$ cat src/rtl/uart_tx_arbiter_if.sv
// Request bundle for the two-source UART transmitter.
// master: drives valid/data, samples ready; slave: the arbiter.
interface uart_tx_arbiter_if;
    logic       req0_valid;
    logic [7:0] req0_data;
    logic       req0_ready;
    logic       req1_valid;
    logic [7:0] req1_data;
    logic       req1_ready;

    modport master (
        output req0_valid, req0_data,
        output req1_valid, req1_data,
        input  req0_ready, req1_ready
    );

    modport slave (
        input  req0_valid, req0_data,
        input  req1_valid, req1_data,
        output req0_ready, req1_ready
    );
endinterface

$ cat src/rtl/uart_tx_arbiter.sv
// Round-robin two-requester UART transmitter (8 data bits, LSB first).
// Ports: clk, rstn (async low), req (slave bundle), tx_o, busy_o, grant_id_o.
// Optional even parity bit when UART_PARITY_EN is defined.
module uart_tx_arbiter #(
    parameter int CLK_DIV = 2083,
    parameter int DIV_W   = 12
) (
    input  logic  clk,
    input  logic  rstn,
    uart_tx_arbiter_if.slave req,
    output logic  tx_o,
    output logic  busy_o,
    output logic  grant_id_o
);

    typedef enum logic [2:0] {
        IDLE,
        START,
        DATA,
`ifdef UART_PARITY_EN
        PARITY,
`endif
        STOP
    } state_t;

    localparam logic [DIV_W-1:0] LAST = DIV_W'(CLK_DIV - 1);

    state_t           state_q, state_d;
    logic [DIV_W-1:0] cnt_q, cnt_d;
    logic [2:0]       bit_q, bit_d;
    logic [7:0]       shift_q, shift_d;
    logic             ptr_q, ptr_d;
    logic             grant_q, grant_d;
    logic             tx_q, tx_d;
    logic             busy_q, busy_d;
`ifdef UART_PARITY_EN
    logic             par_q, par_d;
`endif

    logic eob;
    logic win0, win1;
    logic acc0, acc1;

    // ptr_q holds the last granted source; on contention the other wins.
    assign win0 = req.req0_valid & (~req.req1_valid | ptr_q);
    assign win1 = req.req1_valid & (~req.req0_valid | ~ptr_q);

    assign req.req0_ready = (state_q == IDLE) & win0;
    assign req.req1_ready = (state_q == IDLE) & win1;

    assign acc0 = req.req0_valid & req.req0_ready;
    assign acc1 = req.req1_valid & req.req1_ready;

    assign eob = (cnt_q == LAST);

    always_comb begin
        state_d = state_q;
        cnt_d   = cnt_q;
        bit_d   = bit_q;
        shift_d = shift_q;
        ptr_d   = ptr_q;
        grant_d = grant_q;
`ifdef UART_PARITY_EN
        par_d   = par_q;
`endif
        if (state_q == IDLE) begin
            cnt_d = '0;
        end else if (eob) begin
            cnt_d = '0;
        end else begin
            cnt_d = cnt_q + DIV_W'(1);
        end

        unique case (state_q)
            IDLE: begin
                bit_d = '0;
                if (acc0) begin
                    shift_d = req.req0_data;
                    grant_d = 1'b0;
                    ptr_d   = 1'b0;
                    state_d = START;
`ifdef UART_PARITY_EN
                    par_d   = ^req.req0_data;
`endif
                end else if (acc1) begin
                    shift_d = req.req1_data;
                    grant_d = 1'b1;
                    ptr_d   = 1'b1;
                    state_d = START;
`ifdef UART_PARITY_EN
                    par_d   = ^req.req1_data;
`endif
                end
            end
            START: begin
                if (eob) begin
                    bit_d   = '0;
                    state_d = DATA;
                end
            end
            DATA: begin
                if (eob) begin
                    shift_d = {1'b0, shift_q[7:1]};
                    bit_d   = bit_q + 3'd1;
                    if (bit_q == 3'd7) begin
`ifdef UART_PARITY_EN
                        state_d = PARITY;
`else
                        state_d = STOP;
`endif
                    end
                end
            end
`ifdef UART_PARITY_EN
            PARITY: begin
                if (eob) begin
                    state_d = STOP;
                end
            end
`endif
            STOP: begin
                if (eob) begin
                    state_d = IDLE;
                end
            end
            default: begin
                state_d = IDLE;
            end
        endcase

        // Line level is registered from the next state so tx_o
        // always matches the bit the FSM is currently in.
        tx_d = 1'b1;
        unique case (state_d)
            START:   tx_d = 1'b0;
            DATA:    tx_d = shift_d[0];
`ifdef UART_PARITY_EN
            PARITY:  tx_d = par_d;
`endif
            default: tx_d = 1'b1;
        endcase
        busy_d = (state_d != IDLE);
    end

    always_ff @(posedge clk or negedge rstn) begin
        if (!rstn) begin
            state_q <= IDLE;
            cnt_q   <= '0;
            bit_q   <= '0;
            shift_q <= '0;
            ptr_q   <= 1'b1;
            grant_q <= 1'b0;
            tx_q    <= 1'b1;
            busy_q  <= 1'b0;
`ifdef UART_PARITY_EN
            par_q   <= 1'b0;
`endif
        end else begin
            state_q <= state_d;
            cnt_q   <= cnt_d;
            bit_q   <= bit_d;
            shift_q <= shift_d;
            ptr_q   <= ptr_d;
            grant_q <= grant_d;
            tx_q    <= tx_d;
            busy_q  <= busy_d;
`ifdef UART_PARITY_EN
            par_q   <= par_d;
`endif
        end
    end

    assign tx_o       = tx_q;
    assign busy_o     = busy_q;
    assign grant_id_o = grant_q;

endmodule

$ cat src/flat_wrapper.sv
// flat-port wrapper written by rule: the top's interface ports become plain ports
module uart_tx_arbiter_flat 
#(
    parameter int CLK_DIV = 2083,
    parameter int DIV_W   = 12
)
  (clk, rstn, tx_o, busy_o, grant_id_o, req_req0_valid, req_req0_data, req_req1_valid, req_req1_data, req_req0_ready, req_req1_ready);
  uart_tx_arbiter_if req_i ();
  input  logic clk;
  input  logic rstn;
  output logic tx_o;
  output logic busy_o;
  output logic grant_id_o;
  input wire logic [$bits(req_i.req0_valid)-1:0] req_req0_valid;
  input wire logic [$bits(req_i.req0_data)-1:0] req_req0_data;
  input wire logic [$bits(req_i.req1_valid)-1:0] req_req1_valid;
  input wire logic [$bits(req_i.req1_data)-1:0] req_req1_data;
  output wire logic [$bits(req_i.req0_ready)-1:0] req_req0_ready;
  output wire logic [$bits(req_i.req1_ready)-1:0] req_req1_ready;
  assign req_i.req0_valid = req_req0_valid;
  assign req_i.req0_data = req_req0_data;
  assign req_i.req1_valid = req_req1_valid;
  assign req_i.req1_data = req_req1_data;
  assign req_req0_ready = req_i.req0_ready;
  assign req_req1_ready = req_i.req1_ready;
  uart_tx_arbiter #(.CLK_DIV(CLK_DIV), .DIV_W(DIV_W)) u_core (.clk(clk), .rstn(rstn), .req(req_i), .tx_o(tx_o), .busy_o(busy_o), .grant_id_o(grant_id_o));
endmodule
$ cat config.mk
export PLATFORM = sky130hd
export DESIGN_NAME = uart_tx_arbiter_flat
export DESIGN_NICKNAME = d
export VERILOG_FILES = /design/src/rtl/uart_tx_arbiter_if.sv /design/src/rtl/uart_tx_arbiter.sv /design/src/flat_wrapper.sv
export SDC_FILE = /design/constraint.sdc
export NUM_CORES = 1
export LEC_CHECK = 0
export CAP_MARGIN = 20
export CORE_MARGIN = 3
export CORE_UTILIZATION = 45
export CTS_CLUSTER_SIZE = 40
export DETAILED_ROUTE_END_ITERATION = 8
export PLACE_DENSITY = 0.69
export SLEW_MARGIN = 10
export SYNTH_ARGS = -nofsm -noshare
export SYNTH_HDL_FRONTEND = slang
export SYNTH_SLANG_ARGS = --single-unit
$ cat constraint.sdc
create_clock -name clk -period 4.4 [get_ports clk]
set_clock_uncertainty 0.15 [all_clocks]
set_input_delay 0.88 -clock clk [delete_from_list [all_inputs] [get_ports clk]]
set_output_delay 0.88 -clock clk [all_outputs]
set_load 0.03 [all_outputs]
---- Word level (Yosys, flattened, before mapping) ----
Index checks and enable logic that the tools add are counted.
word-level totals
  bits of input ports ..................... 20
  register bits after elaboration ......... 30
  output and inout port bits .............. 5
operators by class
  $add $sub $neg .......................... 2
  eq/ne operators ......................... 10
  reduce and logical (&&, ||, !) cells .... 8
  bitwise operators ....................... 11
  mux-type cells .......................... 19
operators by type and width
  operator                                                         count
  12-bit two-way mux                                               2
  3-bit two-way mux                                                8
  8-bit two-way mux                                                3
  8-bit one-hot mux with 2 select lines                            1
  12-bit by 1-bit adder with 12-bit output, second input constant  1
  12-bit == test, second input constant                            1
  3-bit one-hot mux with 4 select lines                            1
  3-bit by 2-bit == test with 1-bit output, second input constant  3
  3-bit one-hot mux with 3 select lines                            1
  1-bit AND                                                        6
  3-bit by 1-bit == test with 1-bit output, second input constant  2
  3-bit AND reduction                                              2
  3-bit nonzero test                                               2
  2-bit by 1-bit != test with 1-bit output, second input constant  2
  2-bit nonzero test                                               2
  3-bit by 1-bit adder with 3-bit output, second input constant    1
  3-bit == test, second input constant                             1
  3-bit logical NOT                                                1
  3-bit by 1-bit != test with 1-bit output, second input constant  1
  1-bit inverter                                                   3
  1-bit two-way mux                                                2
  1-bit OR                                                         2
  1-bit one-hot mux with 2 select lines                            1
  2-bit AND reduction                                              1

---- Depth between registers and ports, before layout ----
  depth in word-level cells ............... 10
  depth in mapped cells ................... 8

---- Worst setup path before layout ----
Ideal clock, no wire load.
  kind .................................... input-to-output
  from .................................... in req_req1_valid
  to ...................................... out req_req0_ready
  stages .................................. 3
  required time ........................... 3.370 ns
  arrival time ............................ 1.363 ns
  setup slack ............................. 2.007 ns
  cell sequence ........................... nand2b_1 -> nand3_1 -> clkinv_1
between the ends
  longest elaborated chain between the ends .. 4
RTL lines
  element          RTL line               RTL
  start, declared  flat_wrapper.sv:16     input wire logic [$bits(req_i.req1_valid)-1:0] req_req1_valid;
  1-bit inverter   uart_tx_arbiter.sv:45  assign win0 = req.req0_valid & (~req.req1_valid | ptr_q);
  1-bit OR         uart_tx_arbiter.sv:45
  1-bit AND        uart_tx_arbiter.sv:45
  1-bit AND        uart_tx_arbiter.sv:48  assign req.req0_ready = (state_q == IDLE) & win0;
  end, declared    flat_wrapper.sv:18     output wire logic [$bits(req_i.req0_ready)-1:0] req_req0_ready;
Every way passes these cells.

---- Worst setup path after layout ----
  from .................................... in req_req0_valid
  to ...................................... out req_req1_ready
between the ends
  longest elaborated chain between the ends .. 4
RTL lines
  element          RTL line               RTL
  start, declared  flat_wrapper.sv:14     input wire logic [$bits(req_i.req0_valid)-1:0] req_req0_valid;
  1-bit inverter   uart_tx_arbiter.sv:46  assign win1 = req.req1_valid & (~req.req0_valid | ~ptr_q);
  1-bit OR         uart_tx_arbiter.sv:46
  1-bit AND        uart_tx_arbiter.sv:46
  1-bit AND        uart_tx_arbiter.sv:49  assign req.req1_ready = (state_q == IDLE) & win1;
  end, declared    flat_wrapper.sv:19     output wire logic [$bits(req_i.req1_ready)-1:0] req_req1_ready;
Every way passes these cells.

==> impl_metrics.prom <==
# TYPE chip_impl_metric gauge
chip_impl_metric{name="hold_violations",unit=""} 0
chip_impl_metric{name="initial_cell_density_of_the_core",unit="%"} 48.1
chip_impl_metric{name="drt_iter0_markers",unit=""} 38
chip_impl_metric{name="dp_hpwl",unit="um"} 2170
chip_impl_metric{name="top_level_ports",unit=""} 25
chip_impl_info{name="cts_tree",value="done"} 1
chip_impl_metric{name="regToRegSetupSlack",unit="ns"} 2.15
chip_impl_metric{name="largest_fanout_on_the_critical_path",unit=""} 10
chip_impl_metric{name="cts_num_sinks",unit=""} 30
chip_impl_metric{name="grt_pass1_vias",unit=""} 1139
chip_impl_info{name="synth-main-ff-cell",value="sky130_fd_sc_hd__dfrtp_1"} 1
chip_impl_metric{name="syn_to_final_growth",unit="%"} 22.9
chip_impl_metric{name="syn_nets",unit=""} 156
chip_impl_metric{name="power_per_cell_area",unit="nW/um^2"} 335
chip_impl_metric{name="ctsHoldBuffers",unit=""} 0
chip_impl_metric{name="synth_area_per_cell",unit="sq um"} 11.3
chip_impl_metric{name="post_cts.resized_instances",unit=""} 0
chip_impl_metric{name="mappedNetlistArea",unit="sq um"} 1490
chip_impl_metric{name="cts_inserted_buffers",unit=""} 5
chip_impl_metric{name="postSynthRegisterBits",unit=""} 30
chip_impl_metric{name="grt_antenna_before_repair",unit=""} 0
chip_impl_metric{name="detail_route.vias_per_cell",unit=""} 5.40
chip_impl_metric{name="core_area",unit="sq um"} 3100
chip_impl_metric{name="max_cap_viol_count",unit=""} 0
chip_impl_metric{name="cts-root-to-sink-buffers",unit=""} 2
chip_impl_metric{name="remaining_drc_errors",unit=""} 0
chip_impl_info{name="rsz0062_at_grt",value="no"} 1
chip_impl_metric{name="ir_drop",unit="mV"} 0.221
chip_impl_metric{name="r2r.worst_path.cells",unit=""} 7
chip_impl_metric{name="total_power",unit="uW"} 615
chip_impl_metric{name="die_h",unit="um"} 63.6
chip_impl_metric{name="tightestPinTransition",unit="ns"} 0.877
chip_impl_metric{name="synth-edff-count",unit=""} 0
chip_impl_metric{name="period_share",unit="%"} 82.6
chip_impl_metric{name="timing.setup.tns",unit="ns"} 0
chip_impl_metric{name="final_net_count",unit=""} 184
chip_impl_metric{name="die_w",unit="um"} 63.6
chip_impl_metric{name="insertion_delay",unit="ns"} 0.33
chip_impl_metric{name="critical_path_arrival",unit="ns"} 2.60
chip_impl_metric{name="p_leak",unit="uW"} 0.000824
chip_impl_info{name="run_status",value="completed"} 1
chip_impl_metric{name="synth_sequential_area_ratio",unit="%"} 50.4
chip_impl_info{name="ys_top_cells_by_count",value="28 x sky130_fd_sc_hd__dfrtp_1, 14 x sky130_fd_sc_hd__nor2_1, 9 x sky130_fd_sc_hd__a22o_1"} 1
chip_impl_metric{name="h-tree-depth",unit=""} 2
chip_impl_info{name="cp-start-kind",value="primary input"} 1
chip_impl_metric{name="ant_nets",unit=""} 0
chip_impl_metric{name="worst-endpoint-required",unit="ns"} 3.37
chip_impl_info{name="timing.critical_path.from",value="req_req0_valid"} 1
chip_impl_info{name="synth.largest_area_cell",value="sky130_fd_sc_hd__dfrtp_1"} 1
chip_impl_metric{name="grt_pass1_wl",unit="um"} 5060
chip_impl_metric{name="routed-via-count",unit=""} 1108
chip_impl_metric{name="finalCoreUtilization",unit="%"} 59.2
chip_impl_metric{name="synth_cell_type_count",unit=""} 37
chip_impl_metric{name="global_route.usage.total",unit="%"} 16.1
chip_impl_metric{name="grt_remaining_overflow",unit=""} 0
chip_impl_info{name="root_buffer",value="sky130_fd_sc_hd__clkbuf_4"} 1
chip_impl_metric{name="timing.final.max_slew_violations",unit=""} 0
chip_impl_info{name="crit_path_end",value="req_req1_ready"} 1
chip_impl_metric{name="place.port_buffers",unit=""} 24
chip_impl_metric{name="diodes",unit=""} 0
chip_impl_info{name="setup.worst_path.end_class",value="output port"} 1
chip_impl_metric{name="detail_route.wl_per_cell",unit="um"} 14.0
chip_impl_metric{name="synth_top_cell_area_share",unit="%"} 46.9
chip_impl_metric{name="grt_max_degree",unit=""} 31
chip_impl_metric{name="syn-instance-count",unit=""} 132
chip_impl_metric{name="layout-drive-gt1-share",unit="%"} 8.70
chip_impl_info{name="critical_path_class",value="primary input to output port"} 1
chip_impl_metric{name="fmax",unit="GHz"} 0.275
chip_impl_metric{name="synthesis.yosys.warnings",unit=""} 0
chip_impl_metric{name="dieArea",unit="sq um"} 4050
chip_impl_metric{name="std_cell_rows",unit=""} 20
chip_impl_metric{name="postRouteWirelength",unit="um"} 2860
chip_impl_info{name="dominant_cells_by_area_after_synthesis",value="sky130_fd_sc_hd__dfrtp_1 47%, sky130_fd_sc_hd__a22o_1 5.3%, sky130_fd_sc_hd__a221o_1 4.7%, sky130_fd_sc_hd__dfstp_2 3.5%, sky130_fd_sc_hd__nor2_1 3.5%"} 1
chip_impl_info{name="synth.most_common_cell",value="sky130_fd_sc_hd__dfrtp_1"} 1
chip_impl_metric{name="async_flop_share",unit="%"} 100
chip_impl_metric{name="period_needed",unit="ns"} 3.63
chip_impl_metric{name="drtPass1Iterations",unit=""} 4
chip_impl_info{name="reg2reg_from",value="u_core.cnt_q[0]"} 1
chip_impl_info{name="crit-reg2reg-capture",value="u_core.shift_q[5]"} 1
chip_impl_metric{name="clkSlewWorstSetupHoldPaths",unit="ns"} 0.08
chip_impl_metric{name="post_cts.repair.setup_buffers",unit=""} 0
chip_impl_metric{name="timing.max_slew.rel_slack",unit="%"} 40.6
chip_impl_metric{name="gp_congestion",unit=""} 0.827
chip_impl_info{name="hold_class",value="register to register"} 1
chip_impl_metric{name="setup_viol",unit=""} 0
## routing by layer
layer / track usage, % / share of wire (%)
met5: 0 / 0
met4: 4.85 / 1.0
met3: 5.88 / 5.0
met2: 25.8 / 49
met1: 20.2 / 45
## cells in the final DEF, fill, tap and decap left out, types with 2 or more instances in the layout
cell type / n
sky130_fd_sc_hd__a21o_1: 3
sky130_fd_sc_hd__a221o_1: 7
sky130_fd_sc_hd__a221oi_1: 2
sky130_fd_sc_hd__a22o_1: 9
sky130_fd_sc_hd__and3_1: 7
sky130_fd_sc_hd__and4_1: 2
sky130_fd_sc_hd__clkbuf_1: 2
sky130_fd_sc_hd__clkbuf_4: 5
sky130_fd_sc_hd__clkdlybuf4s50_1: 24
sky130_fd_sc_hd__dfrtp_1: 28
sky130_fd_sc_hd__dfstp_2: 2
sky130_fd_sc_hd__ha_1: 4
sky130_fd_sc_hd__inv_1: 2
sky130_fd_sc_hd__nand2_1: 5
sky130_fd_sc_hd__nand3_1: 4
sky130_fd_sc_hd__nand4_1: 2
sky130_fd_sc_hd__nor2_1: 14
sky130_fd_sc_hd__nor2b_1: 4
sky130_fd_sc_hd__nor3_1: 2
sky130_fd_sc_hd__o21a_1: 2
sky130_fd_sc_hd__o21ai_0: 2
sky130_fd_sc_hd__xnor2_1: 6
sky130_fd_sc_hd__xor2_1: 4
## registers in the layout, indices dropped and copies added (netlist names)
register and cells:
u_core.ptr_q 1, u_core.shift_q 8, u_core.cnt_q 12, u_core.tx_o 1, u_core.state_q 3, u_core.grant_id_o 1
u_core.busy_o 1, u_core.bit_q 3
## metrics by stage
step	area [sq um]	setup WS (ns)	instances	hold slack (ns)
finish	1840	0.768	205	0.358
global route	1840	0.653	205	0.377
CTS	1840	0.773	205	0.344
detailed placement	1780	0.771	197	0.324
global placement	1770	0.833	196	0.312
floorplan	1490	2.01	132	0.300
## kinds of logic (layout without fill, tap and decap cells)
group	Yosys count	in the layout	synth area share (%)
simple gates	47	47	19.2
compound gates	30	30	17.1
flops	30	30	50.4
xor+xnor	10	10	5.86
buf+inv	8	37	2.43
fa+ha+maj	4	4	3.35
mux	2	2	1.42
other cells	1	1	0.251
## critical path, cell delays in order
cell,delay (ns)
sky130_fd_sc_hd__clkdlybuf4s50_1,0.49
sky130_fd_sc_hd__nand2_1,0.12
sky130_fd_sc_hd__and3_1,0.36
sky130_fd_sc_hd__clkdlybuf4s50_1,0.74
## power by group
| part | leakage [uW] | internal (uW) | switching [uW] |
|---|---|---|---|
| Clock | 0.0000326 | 78.8 | 89.6 |
| Sequential | 0.000388 | 308 | 27.0 |
| Combinational | 0.000404 | 60.8 | 50.3 |
| Total | 0.000824 | 448 | 167 |
## layout make-up
cell class / instances / area, sq um
flip-flops and latches: 30 / 753
multi-input cells: 94 / 704
repair buffers: 26 / 253
clock buffers: 8 / 58.8
fillers: 291 / 1270
well taps: 44 / 55.1
inverters: 3 / 11.3
## worst min path at each step
stage / startpoint / end / slack, ns / cells past startpoint
floorplan: u_core.shift_q[7] / u_core.shift_q[7] / 0.30 / 1
global placement: u_core.shift_q[7] / u_core.shift_q[7] / 0.31 / 1
detailed placement: u_core.shift_q[7] / u_core.shift_q[7] / 0.32 / 1
CTS: u_core.shift_q[7] / u_core.shift_q[7] / 0.34 / 1
global route: u_core.shift_q[7] / u_core.shift_q[7] / 0.38 / 1
finish: u_core.grant_id_o / u_core.grant_id_o / 0.36 / 1
No activity file was read; power rests on OpenSTA's default activity.
